`src/rtl/uart_rx_fifo.sv`:
```
// -----------------------------------------------------------------------------
// uart_rx_fifo
//
// Receive buffer between the byte-level UART receiver and the register file.
// Each completed receive byte is captured into a DEPTH-entry circular FIFO.
// The oldest byte is presented on a show-ahead read port. The block also
// reports occupancy, a watermark interrupt and sticky error flags.
//
// Ports
//   clk_i        system clock, rising edge
//   rst_ni       asynchronous active-low reset
//   rx_valid_i   receiver "byte available" level (one push per high level)
//   rx_data_i    received byte, stable while rx_valid_i is high
//   rx_break_i   receiver break-detected level
//   rd_en_i      pop pulse from the data-register read
//   flush_i      synchronous FIFO empty pulse
//   clear_err_i  clears overflow_o / break_seen_o
//   threshold_i  watermark level, 0 disables irq_o
//   rd_data_o    oldest byte, 0 when empty
//   count_o      occupancy 0..DEPTH
//   empty_o      count == 0
//   full_o       count == DEPTH
//   overflow_o   sticky: a byte was dropped
//   break_seen_o sticky: a break condition started
//   irq_o        count >= threshold and threshold != 0
//   status_o     {3'b0, break_seen, overflow, irq, full, empty}
// -----------------------------------------------------------------------------
module uart_rx_fifo #(
    parameter  int DEPTH = 16,
    localparam int CW    = $clog2(DEPTH) + 1
) (
    input  logic          clk_i,
    input  logic          rst_ni,
    input  logic          rx_valid_i,
    input  logic [7:0]    rx_data_i,
    input  logic          rx_break_i,
    input  logic          rd_en_i,
    input  logic          flush_i,
    input  logic          clear_err_i,
    input  logic [CW-1:0] threshold_i,
    output logic [7:0]    rd_data_o,
    output logic [CW-1:0] count_o,
    output logic          empty_o,
    output logic          full_o,
    output logic          overflow_o,
    output logic          break_seen_o,
    output logic          irq_o,
    output logic [7:0]    status_o
);

    localparam int AW = $clog2(DEPTH);

    // Storage and state
    logic [7:0]    mem_q [DEPTH];
    logic [AW-1:0] wp_q, wp_d;
    logic [AW-1:0] rp_q, rp_d;
    logic [CW-1:0] cnt_q, cnt_d;
    logic          rx_valid_q;
    logic          rx_break_q;
    logic          ovf_q, ovf_d;
    logic          brk_q, brk_d;

    // Event decode
    logic push_req;
    logic break_rise;
    logic push;
    logic pop;
    logic wr_en;
    logic is_empty;
    logic is_full;

    assign is_empty   = (cnt_q == '0);
    assign is_full    = (cnt_q == CW'(DEPTH));

    // One push per rising level of rx_valid; an edge that arrives while the
    // receiver reports a break is consumed without storing anything.
    assign push_req   = rx_valid_i & ~rx_valid_q & ~rx_break_i;
    assign break_rise = rx_break_i & ~rx_break_q;

    assign push       = push_req & ~flush_i;
    assign pop        = rd_en_i & ~is_empty & ~flush_i;

    // When full, a simultaneous pop frees the head slot this same edge, so
    // the incoming byte may overwrite mem[wp] (== mem[rp]) safely.
    assign wr_en      = push & (~is_full | pop);

    // Next-state logic for pointers, count and sticky flags
    always_comb begin
        wp_d  = wp_q;
        rp_d  = rp_q;
        cnt_d = cnt_q;
        ovf_d = ovf_q & ~clear_err_i;
        brk_d = brk_q & ~clear_err_i;

        if (flush_i) begin
            wp_d  = '0;
            rp_d  = '0;
            cnt_d = '0;
        end else begin
            if (wr_en) begin
                wp_d = wp_q + AW'(1);
            end
            if (pop) begin
                rp_d = rp_q + AW'(1);
            end
            unique case ({wr_en, pop})
                2'b10:   cnt_d = cnt_q + CW'(1);
                2'b01:   cnt_d = cnt_q - CW'(1);
                default: cnt_d = cnt_q;
            endcase
        end

        // Set events take priority over clear_err in the same cycle.
        if (push & is_full & ~pop) begin
            ovf_d = 1'b1;
        end
        if (break_rise) begin
            brk_d = 1'b1;
        end
    end

    always_ff @(posedge clk_i or negedge rst_ni) begin
        if (!rst_ni) begin
            wp_q       <= '0;
            rp_q       <= '0;
            cnt_q      <= '0;
            rx_valid_q <= 1'b0;
            rx_break_q <= 1'b0;
            ovf_q      <= 1'b0;
            brk_q      <= 1'b0;
        end else begin
            wp_q       <= wp_d;
            rp_q       <= rp_d;
            cnt_q      <= cnt_d;
            rx_valid_q <= rx_valid_i;
            rx_break_q <= rx_break_i;
            ovf_q      <= ovf_d;
            brk_q      <= brk_d;
        end
    end

    // Array contents need no reset; only entries below count are ever read.
    always_ff @(posedge clk_i) begin
        if (wr_en) begin
            mem_q[wp_q] <= rx_data_i;
        end
    end

    // Combinational outputs
    assign rd_data_o    = is_empty ? 8'h00 : mem_q[rp_q];
    assign count_o      = cnt_q;
    assign empty_o      = is_empty;
    assign full_o       = is_full;
    assign overflow_o   = ovf_q;
    assign break_seen_o = brk_q;
    assign irq_o        = (threshold_i != '0) && (cnt_q >= threshold_i);
    assign status_o     = {3'b000, brk_q, ovf_q, irq_o, is_full, is_empty};

endmodule
```
`config.mk`:
```
export PLATFORM = sky130hd
export DESIGN_NAME = uart_rx_fifo
export DESIGN_NICKNAME = d
export VERILOG_FILES = /design/src/rtl/uart_rx_fifo.sv
export SDC_FILE = /design/constraint.sdc
export NUM_CORES = 1
export LEC_CHECK = 0
export BUFFER_PORTS_ARGS = -buffer_cell sky130_fd_sc_hd__buf_2
export CORE_MARGIN = 4
export CORE_UTILIZATION = 40
export DETAILED_ROUTE_END_ITERATION = 6
export MAX_ROUTING_LAYER = met4
export PLACE_DENSITY_LB_ADDON = 0.15
export REMOVE_ABC_BUFFERS = 1
export SETUP_SLACK_MARGIN = 0.5
export SLEW_MARGIN = 0
export SYNTH_ARGS = -nofsm -noshare
export SYNTH_HDL_FRONTEND = slang
export SYNTH_SLANG_ARGS = --single-unit
```
`constraint.sdc`:
```
create_clock -name clk_i -period 4.8 [get_ports clk_i]
set_input_delay 0 -clock clk_i [delete_from_list [all_inputs] [get_ports clk_i]]
set_output_delay 0 -clock clk_i [all_outputs]
set_load 0.01 [all_outputs]
```
# Word level (Yosys, flattened, before mapping)
# Memory sizes are Yosys's and may differ from the RTL's.
# Cells that the tools add are included.
# totals
ff_bits	17
ram_bits	128
inputBits	20
output_inout_bits	26
word_cells	53
n_memories	1
# mem_list
memory	depth	word_bits	rd	rd_clocked_by_memory_dff	write_ports	line_no	source
mem_q	16	8	1	0	1	54	logic [7:0] mem_q [DEPTH];
# classes
addsub	4
magnitude_cmp	1
n_eq_ne	3
n_mux	11
n_bitwise	20
n_reduce_logical	6
# ops
op	count
4-bit two-way mux	4
1-bit bitwise AND	11
5-bit case mux with 2 select lines	1
4-bit by 1-bit adder with 4-bit output (second input constant)	2
8-bit two-way mux	1
1-bit inverter	8
5-bit by 1-bit adder with 5-bit output (second input constant)	1
5-bit equality test (second input constant)	1
5-bit >= comparator	1
5-bit logical NOT	1
5-bit two-way mux	1
5-bit nonzero test	1
5-bit by 1-bit subtractor with 5-bit output (second input constant)	1
1-bit two-way mux	4
2-bit nonzero test	2
3-bit nonzero test	1
2-bit by 1-bit equality test with 1-bit output (second input constant)	1
2-bit equality test (second input constant)	1
1-bit logical AND	1
1-bit bitwise OR	1

# Depth between registers and ports, before layout
# Gate-level depths: netlist (run 1).
# logic_depth
ltp_word	9
mapped_depth	11

# Worst setup path before layout (run 1)
# OpenSTA, ideal clock, no wires.
# synth_path
path_kind	register to register
from	register cnt_q[1] (netlist: count_o[1])
to	register cnt_q[4] (netlist: count_o[4])
t_arrival_ns	2.578
required_ns	4.665
path_slack_ns	2.088
stages_incl_launch_ff	11
path_buffers	0
cell_sequence	dfrtp_1 > or4_1 > o211a_1 > or2b_1 > inv_1 > ha_1 > nor2b_1 > o21a_1 > nor4_1 > o21ai_0 > nor3b_1
# synth_between
elab_chain_cells	9
# synth_rtl
item	line_no	source
start, declared	57	logic [CW-1:0] cnt_q, cnt_d;
start signal, assigned	134	cnt_q <= cnt_d;
5-bit logical NOT	72	assign is_empty = (cnt_q == '0);
1-bit inverter	81	assign pop = rd_en_i & ~is_empty & ~flush_i;
1-bit bitwise AND (2 in a row)	81	
1-bit bitwise OR	85	assign wr_en = push & (~is_full | pop);
1-bit bitwise AND	85	
2-bit by 1-bit equality test with 1-bit output / 2-bit equality test (equally long branches)	106	unique case ({wr_en, pop})
5-bit case mux with 2 select lines	106	
5-bit two-way mux	95	if (flush_i) begin
# Several ways; a longest one is shown, not always the timed one.
# A chain may end at the register's enable or synchronous reset.

# Worst setup path in the final report (run 1)
# Ends and elaborated chain as after synthesis.

==> flow_summary_export.csv, run 1 <==
group,metric,value,unit
finish,area_delta_synth_final,18.7,%
synthesis,ys_seq_area_frac,0.691,
sta,finalSetupTns,0,ns
sta,fin_ws,1.90,ns
detailed_routing,drtIter0Drc,171,
worst_setup_path,cp_max_fo,7,
worst_setup_path,reg2reg_slack,1.90,ns
synthesis,avgSynthCellArea,18.0,µm²
status,status,"completed",
placed_design,port_buffers,42,
die,initial_core_util,0.408,
worst_setup_path,setup.worst_path.start_class,"register",
synthesis,synthCells,343,
clock_network,clock_sinks,145,
clock_network,cts_tree,"yes",
power,p_leak,2.59,nW
worst_setup_path,ff2ff_path_depth,10,
die,ioPinCount,46,
worst_setup_path,r2r_end,"count_o[4]$_DFFE_PN0P_",
die,chipHeight,132,µm
detailed_routing,dr_total_vias,3152,
placed_design,dp_hpwl,7970,µm
finish,fill_cells,1266,
worst_setup_path,cp.required,5.08,ns
clock_network,clk_path_buf_depth,2,
detailed_routing,drc_errors,0,
sta,rsz0062_at_grt,"no",
placed_design,pre_cts_ws,1.93,ns
global_route,grt_pass1_wl,19600,µm
sta,fmax,345,MHz
sta,report.final.slew_viol_count,0,
synthesis,ys_types,49,
placed_design,place.gp.congestion,0.765,
clock_network,cts_resized,0,
synthesis,yosysWarnings,0,
worst_setup_path,arrival,3.18,ns
synthesis,synth_edf_count,128,
clock_network,cts_max_level,4,
die,die_area,17500,µm²
sta,finalCritPeriodShare,0.603,
hold_path,min_path_type,"in2async",
sta,setup_viol,0,
detailed_routing,via_per_inst,5.23,
detailed_routing,wl_per_cell,20.6,µm
sta,fin_worst_skew,0.00639,ns
die,die_w,132,µm
power,max-vdd-ir-drop,0.287,mV
sta,relSlewSlack,0.162,
finish,fin_nets,437,
synthesis,synthFlopType,"edfxtp_1",
clock_network,cts_root_buf,"clkbuf_16",
detailed_routing,wl,12400,µm
clock_network,path_clk_slew,0.06,ns
sta,finalHoldViolCount,0,
worst_setup_path,cp-end-kind,"register",
worst_setup_path,worstReg2RegStart,"count_o[1]$_DFFE_PN0P_",
synthesis,ys_async_sr_fraction,0.117,
global_route,grt_pass1_vias,3427,
synthesis,ys_ff_latch,145,
finish,antenna_cells,0,
worst_setup_path,crit_type,"reg2reg",
global_route,grt.total_usage,0.156,
sta,timing.hold.ws,0.0339,ns
sta,period_needed,2.90,ns
placed_design,post_dp_cell_area,6540,µm²
synthesis,synth.cell_area,6180,µm²
global_route,overflow,0,
detailed_routing,postRouteAntennaNets,0,
finish,drive_gt1_frac,0.289,
global_route,antenna_found_initial,0,
die,num_rows,45,
finish,finalCoreUtilization,0.484,
global_route,grt_max_degree,22,
sta,max_slew.worst_pin.slew,1.25,ns
clock_network,cts_made_buffers,17,
job,max_cap_viol_count,0,
detailed_routing,dr.pass1.iters,4,
clock_network,clock_latency,0.41,ns
power,power_density,521,nW/µm²
finish,finish.instance_area,7330,µm²
die,core-area,15100,µm²
## cell type report
cell class	instances	area, µm²	share of cell area
Clock buffer	19	433	0.0590
Clock inverter	12	214	0.0292
Inverter	17	63.8	0.00870
Multi-Input combinational cell	160	1720	0.234
Sequential cell	145	4270	0.582
Tap cell	188	235	0.0321
Timing Repair Buffer	62	398	0.0543
## timing repair
action,CTS,global route
endpoints found under the hold margin,155,0
buffers inserted,0,0
setup endpoints to repair,0,0
hold buffers,15,0
## worst max-delay path by stage
stage / start / to / slack (ns)
3_3_place_gp: count_o[1]$_DFFE_PN0P_ / count_o[4]$_DFFE_PN0P_ / 1.96
6_report: count_o[1]$_DFFE_PN0P_ / count_o[4]$_DFFE_PN0P_ / 1.90
4_1_cts: rp_q[1]$_DFFE_PN0P_ / rd_data_o[4] / 1.86
3_5_place_dp: count_o[1]$_DFFE_PN0P_ / count_o[4]$_DFFE_PN0P_ / 1.93
5_1_grt: count_o[1]$_DFFE_PN0P_ / count_o[4]$_DFFE_PN0P_ / 1.65
2_1_floorplan: count_o[1]$_DFFE_PN0P_ / count_o[4]$_DFFE_PN0P_ / 2.09
## metal layers
layer | vias to the layer above | wire, µm | global-route usage
li1 | 1462 | - | -
met3 | 17 | 392 | 0.0344
met5 | - | 0 | -
met2 | 66 | 6340 | 0.251
met1 | 1607 | 5480 | 0.196
met4 | 0 | 199 | 0.0572
## per-stage QoR
step | cells | power, mW
2_1_floorplan | 322 | 2.11
3_3_place_gp | 557 | 2.41
3_5_place_dp | 557 | 2.42
4_1_cts | 603 | 3.88
5_1_grt | 603 | 4.01
6_report | 603 | 3.82
## cell families (layout without fill, tap and decap cells)
kind of cell,Yosys count,count (layout),synth area share
flip-flops,145,145,0.691
AND/OR/NAND/NOR,57,57,0.0547
multiplexers,51,51,0.150
buffers and inverters,40,110,0.0316
AO/OA/AOI/OAI,30,30,0.0353
adder cells (fa/ha/maj),14,14,0.0296
XOR/XNOR,5,5,0.00709
other,1,3,0.000607
## synth_stat cells (2+ instances only)
library cell  count  area share
a21oi_2           2      0.0028
mux4_2           32        0.12
nand3_1           3      0.0024
clkbuf_1          7      0.0043
a21oi_1           5      0.0041
nor2_1           12      0.0073
o211a_1           2      0.0032
dfrtp_1          17       0.069
nand3b_1          2      0.0024
o21ai_0           4      0.0032
edfxtp_1        128        0.62
nand2b_1          3      0.0030
buf_4             8      0.0097
and2_1            8      0.0081
buf_2             5      0.0041
o22ai_1           9      0.0091
xor2_1            4      0.0057
nor3_1            7      0.0057
nor2b_1           3      0.0030
mux2_4            3      0.0073
nand2_1           6      0.0036
ha_1             13       0.026
mux2i_1          16       0.026
inv_1            17       0.010
a21o_1            2      0.0024
or4_1             2      0.0024
## sequential cells by signal (all words and copies together) (netlist names)
signal / cells
break_seen_o: 1
count_o: 5
mem_q: 128
overflow_o: 1
rp_q: 4
rx_break_q: 1
rx_valid_q: 1
wp_q: 4
## where the power goes
group	leakage (nW)	switching [mW]	total, mW	internal, mW
sequential	1.38	0.111	1.51	1.40
clock	0.310	0.479	1.45	0.966
combinational	0.905	0.425	0.865	0.440
total	2.59	1.02	3.82	2.81
## layout by cell type, fill, tap and decap left out, types with 6 or more instances in the layout
master	n
edfxtp_1	128
buf_2	42
mux4_2	32
inv_1	17
clkbuf_16	17
mux2i_1	16
dfrtp_1	16
dlygate4sd3_1	15
ha_1	13
nor2_1	12
o22ai_1	9
and2_1	8
nor3_1	7
nand2_1	6
bufinv_16	6
## worst max-delay path, stage by stage, from the launching register on
cell and delay, ns:
dfrtp_1 0.47, or4_1 0.61, o211a_1 0.26, or2b_1 0.19, inv_1 0.08, ha_1 0.31, nor2b_1 0.15, o21a_1 0.18
nor4_1 0.23, o21ai_0 0.13, nor3b_1 0.16
Power figures use the tool's default switching activity.
==> run 2, diff against run 1 <==
clock period = 2.8 ns   (was 4.8 ns; I/O delays follow)
==> flow_summary_export.csv, run 2 (synthesized netlist as in run 1, its figures left out) <==
group,metric,value,unit
status,status,"completed",
worst_setup_path,cp_max_fo,3,
global_route,grt_pass1_wl,20200,µm
detailed_routing,dr.pass1.iters,4,
worst_setup_path,reg2reg_slack,0.18,ns
clock_network,cts_root_buf,"clkbuf_16",
finish,largest_reg_flops,128,
die,num_rows,45,
detailed_routing,dr_total_vias,3305,
clock_network,clock_sinks,145,
sta,finalCritPeriodShare,0.935,
finish,finish.instance_area,7670,µm²
sta,fmax,382,MHz
sta,period_needed,2.62,ns
hold_path,min_from,"rx_break_i",
worst_setup_path,arrival,2.92,ns
finish,layout_commonest_cell,"edfxtp_1",
sta,finalHoldViolCount,0,
detailed_routing,drc_errors,0,
sta,finalSetupTns,0,ns
clock_network,cts_max_level,4,
finish,drive_gt1_frac,0.386,
power,switchingPower,1.90,mW
worst_setup_path,crit_type,"reg2reg",
sta,setup_viol,0,
sta,fin_worst_skew,0.00628,ns
detailed_routing,drtIter0Drc,189,
global_route,grt_max_degree,36,
finish,final_cell_mix,"edfxtp_1 (128), buf_2 (42), buf_4 (37)",
detailed_routing,wl,12900,µm
placed_design,post_dp_cell_area,6710,µm²
sta,max_slew.worst_pin.slew,0.713,ns
clock_network,path_clk_slew,0.06,ns
finish,area_delta_synth_final,24.2,%
global_route,overflow,0,
die,chipHeight,132,µm
power,max-vdd-ir-drop,0.551,mV
worst_setup_path,cp_slowest_cell,"or4_4",
placed_design,dp_hpwl,8230,µm
die,core-area,15100,µm²
placed_design,place.gp.congestion,0.782,
detailed_routing,wl_per_cell,20.2,µm
power,power.share.combinational,0.309,
sta,rsz0062_at_grt,"yes",
detailed_routing,via_per_inst,5.17,
clock_network,cts_made_buffers,17,
worst_setup_path,cp.required,3.10,ns
finish,fin_nets,472,
power,clkPwrFrac,0.324,
worst_setup_path,setup.worst_path.start,"count_o[3]$_DFFE_PN0P_",
finish,antenna_cells,0,
worst_setup_path,worstReg2RegStart,"count_o[3]$_DFFE_PN0P_",
worst_setup_path,path_cells,"or4_4 > o211a_1 > or2b_1 > inv_2 > ha_1 > a21o_1 > a21oi_1 > xor2_1 > nor2_1 > mux2_4",
power,p_leak,2.77,nW
worst_setup_path,setup.worst_path.start_class,"register",
die,ioPinCount,46,
job,max_cap_viol_count,0,
power,seqPwrFrac,0.367,
global_route,grt_pass1_vias,3489,
finish,finalCoreUtilization,0.506,
power,power_density,868,nW/µm²
die,die_w,132,µm
worst_setup_path,critPathMaxStageDelay,0.55,ns
hold_path,min_path_type,"in2reg",
sta,report.final.slew_viol_count,0,
detailed_routing,postRouteAntennaNets,0,
finish,regMostFlops,"mem_q",
placed_design,port_buffers,42,
die,initial_core_util,0.408,
clock_network,clk_path_buf_depth,2,
clock_network,cts_tree,"yes",
die,die_area,17500,µm²
power,p_int,4.75,mW
power,swShare,0.286,
global_route,grt.total_usage,0.161,
sta,relSlewSlack,0.518,
global_route,antenna_found_initial,0,
worst_setup_path,cp-end-kind,"register",
clock_network,clock_latency,0.42,ns
run 2: final cells by class:
cell class / count / area (µm²)
clock buffer: 17 / 425
clock inverter: 15 / 144
fill: 1240 / 7480
inverter: 17 / 63.8
multi-input combinational: 160 / 1840
sequential: 145 / 4270
tap: 188 / 235
timing repair buffer: 97 / 689
run 2: metrics by stage:
step / std cells / total power [mW] / hold slack, ns / setup slack (ns)
after floorplan: 322 / 3.62 / -0.296 / 0.0874
after global placement: 578 / 4.21 / -0.0519 / 0.111
after detailed placement: 578 / 4.23 / -0.0478 / 0.0202
after CTS: 628 / 6.49 / 0.0133 / 0.205
after global routing: 639 / 6.98 / 0.0430 / 0.0839
final: 639 / 6.66 / 0.0328 / 0.182
run 2: worst paths after layout:
| check | to | cells after the start |
|---|---|---|
| worst max-delay path | count_o[3]$_DFFE_PN0P_ | 10 |
| worst min-delay path | overflow_o$_DFF_PN0_ | 3 |
| worst max register to register | count_o[3]$_DFFE_PN0P_ | 10 |
| worst min register to register | overflow_o$_DFF_PN0_ | 1 |
| max in group asynchronous | rp_q[0]$_DFFE_PN0P_ | 2 |
| min in group asynchronous | rx_valid_q$_DFF_PN0_ | 2 |
run 2: timing repair:
action	CTS	global route
buffers inserted	3	11
hold endpoints to repair	153	0
cloned	0	0
pin swaps	4	5
hold buffers	15	0
endpoints found under the setup margin	53	21
gates resized for setup	16	12
run 2: critical path, delay by kind of cell (launching register included):
family	cells	cell delay [ns]
buf+inv	1	0.07
fa+ha+maj	1	0.27
simple gates	3	0.79
flops	1	0.38
xor+xnor	1	0.16
mux	1	0.26
compound gates	3	0.58
run 2: layer usage:
layer	routed length (µm)	global-route usage
met3	546	0.0370
met5	0	-
met4	244	0.0572
met2	6510	0.262
met1	5600	0.201
run 2: power by group through the flow:
stage | Sequential (mW) | Clock (mW) | Combinational (mW)
finish | 2.44 | 2.16 | 2.05
global placement | 2.53 | 0 | 1.68
floorplan | 2.66 | 0 | 0.954
detailed placement | 2.53 | 0 | 1.70
global route | 2.45 | 2.30 | 2.23
CTS | 2.49 | 2.20 | 1.79
==> run 3, diff against run 2 <==
BUFFER_PORTS_ARGS = -buffer_cell sky130_fd_sc_hd__buf_4   (was -buffer_cell sky130_fd_sc_hd__buf_2)
TNS_END_PERCENT = 30   (was unset)
==> flow_summary_export.csv, run 3 (synthesized netlist as in run 1, its figures left out) <==
group,metric,value,unit
global_route,grt_pass1_wl,20600,µm
sta,setup_viol,0,
detailed_routing,dr.pass1.iters,6,
sta,fin_worst_skew,0.0118,ns
sta,finalHoldViolCount,3,
worst_setup_path,setup.worst_path.start_class,"register",
placed_design,dp.cells,572,
global_route,antenna_found_initial,0,
worst_setup_path,cp-end-kind,"register",
die,chipHeight,132,µm
worst_setup_path,arrival,2.90,ns
finish,fin_nets,464,
sta,fmax,390,MHz
detailed_routing,drc_errors,0,
job,max_cap_viol_count,0,
finish,drive_gt1_frac,0.377,
clock_network,clk_path_buf_depth,2,
hold_path,min_path_type,"in2reg",
sta,timing.hold.ws,-0.0960,ns
global_route,grt_max_degree,19,
die,num_rows,45,
detailed_routing,via_per_inst,5.21,
sta,report.final.slew_viol_count,0,
clock_network,cts_max_level,4,
sta,finalSetupTns,0,ns
finish,finalNonFillerCells,631,
die,ioPinCount,46,
hold_path,hold_depth,2,
finish,seq_area,4270,µm²
status,status,"finished, violations left",
placed_design,dp_hpwl,8560,µm
clock_network,cts_root_buf,"clkbuf_16",
power,p_leak,2.81,nW
finish,multi_input_area,1850,µm²
clock_network,cts_made_buffers,17,
finish,fill_cells,1223,
clock_network,path_clk_slew,0.06,ns
worst_setup_path,cp.required,3.14,ns
die,die_area,17500,µm²
status,violations,"negative hold slack",
global_route,grt_pass1_vias,3493,
sta,period_needed,2.56,ns
finish,largest_reg_flops,128,
die,core-area,15100,µm²
sta,relSlewSlack,0.366,
power,finalPower,7.19,mW
die,die_w,132,µm
power,max-vdd-ir-drop,0.593,mV
power,power_density,917,nW/µm²
detailed_routing,wl,13100,µm
die,initial_core_util,0.408,
finish,area_delta_synth_final,27.0,%
finish,layout_commonest_cell,"edfxtp_1",
finish,final_cell_mix,"edfxtp_1 (128), buf_4 (67), mux4_2 (32)",
detailed_routing,dr_total_vias,3288,
detailed_routing,postRouteAntennaNets,0,
worst_setup_path,cp_max_fo,3,
detailed_routing,wl_per_cell,20.8,µm
placed_design,place.gp.congestion,0.788,
sta,rsz0062_at_grt,"yes",
detailed_routing,drtIter0Drc,168,
sta,finalCritPeriodShare,0.915,
clock_network,clock_sinks,145,
clock_network,clock_latency,0.42,ns
global_route,grt.total_usage,0.165,
finish,regMostFlops,"mem_q",
clock_network,cts_tree,"yes",
worst_setup_path,ff2ff_path_depth,10,
global_route,overflow,0,
worst_setup_path,crit_type,"reg2reg",
placed_design,port_buffers,42,
finish,antenna_cells,0,
sta,max_slew.worst_pin.slew,0.951,ns
[run 3: cell count changes in the layout (fill, tap and decap cells not counted), moves of 2 or more]
cell           change
and2_1             -2
and2_4             +2
buf_2             -42
buf_4             +30
bufinv_16          +5
clkinv_4           -2
clkinvlp_4         -2
dlygate4sd3_1      +4
nor3_1             +2
nor3_2             -2
o21ai_2            +2
[run 3: layout make-up]
cell class                 count  area share
clock buffer                  17      0.0543
clock inverter                15      0.0333
sequential                   145       0.545
tap                          188      0.0300
inverter                      17     0.00814
multi-input combinational    160       0.235
timing repair buffer          89      0.0938
[run 3: layer usage]
| layer | vias to the layer above | wire (µm) | track usage |
|---|---|---|---|
| li1 | 1511 | - | - |
| met1 | 1710 | 5940 | 0.212 |
| met2 | 61 | 6710 | 0.264 |
| met3 | 6 | 412 | 0.0447 |
| met4 | 0 | 81 | 0.0416 |
| met5 | - | 0 | - |
[run 3: critical path, cell delays in order (launching register included)]
cell and delay, ns:
dfrtp_1 0.37, or4_4 0.54, o211a_1 0.23, or2b_1 0.19, inv_2 0.08, ha_4 0.22
nor2b_4 0.13, o21a_4 0.21, o211a_4 0.26, o21ai_2 0.10, nor3b_2 0.15
[run 3: through the flow]
| step | hold WS [ns] | worst slack (ns) | utilization | area, µm² |
|---|---|---|---|---|
| after floorplan | -0.296 | 0.0874 | - | 6050 |
| after global placement | -0.121 | 0.124 | 0.447 | 6770 |
| after detailed placement | -0.117 | 0.0172 | 0.447 | 6770 |
| after CTS | -0.111 | 0.228 | 0.513 | 7760 |
| after global routing | -0.0921 | 0.116 | 0.518 | 7840 |
| final | -0.0960 | 0.238 | 0.518 | 7840 |
[run 3: final timing paths]
kind	from	end	slack, ns
min reg2reg	rx_break_q$_DFF_PN0_	break_seen_o$_DFF_PN0_	0.54
max reg2reg	count_o[1]$_DFFE_PN0P_	count_o[4]$_DFFE_PN0P_	0.24
max	count_o[1]$_DFFE_PN0P_	count_o[4]$_DFFE_PN0P_	0.24
min	flush_i	rp_q[3]$_DFFE_PN0P_	-0.1
max in group asynchronous	rst_ni	rp_q[0]$_DFFE_PN0P_	1.45
min in group asynchronous	rst_ni	rp_q[2]$_DFFE_PN0P_	0.75
[run 3: power by group]
part           total, mW  switching, mW  internal, mW
Combinational       2.12           1.01          1.10
Clock               2.61          0.853          1.76
Sequential          2.47         0.0550          2.41
[run 3: repair_timing]
action | in CTS | in global routing
gates resized for setup | 19 | 13
pin swaps | 5 | 6
buffers inserted | 5 | 3
endpoints found under the setup margin | 64 | 95
hold buffers | 18 | 1
endpoints found under the hold margin | 157 | 4
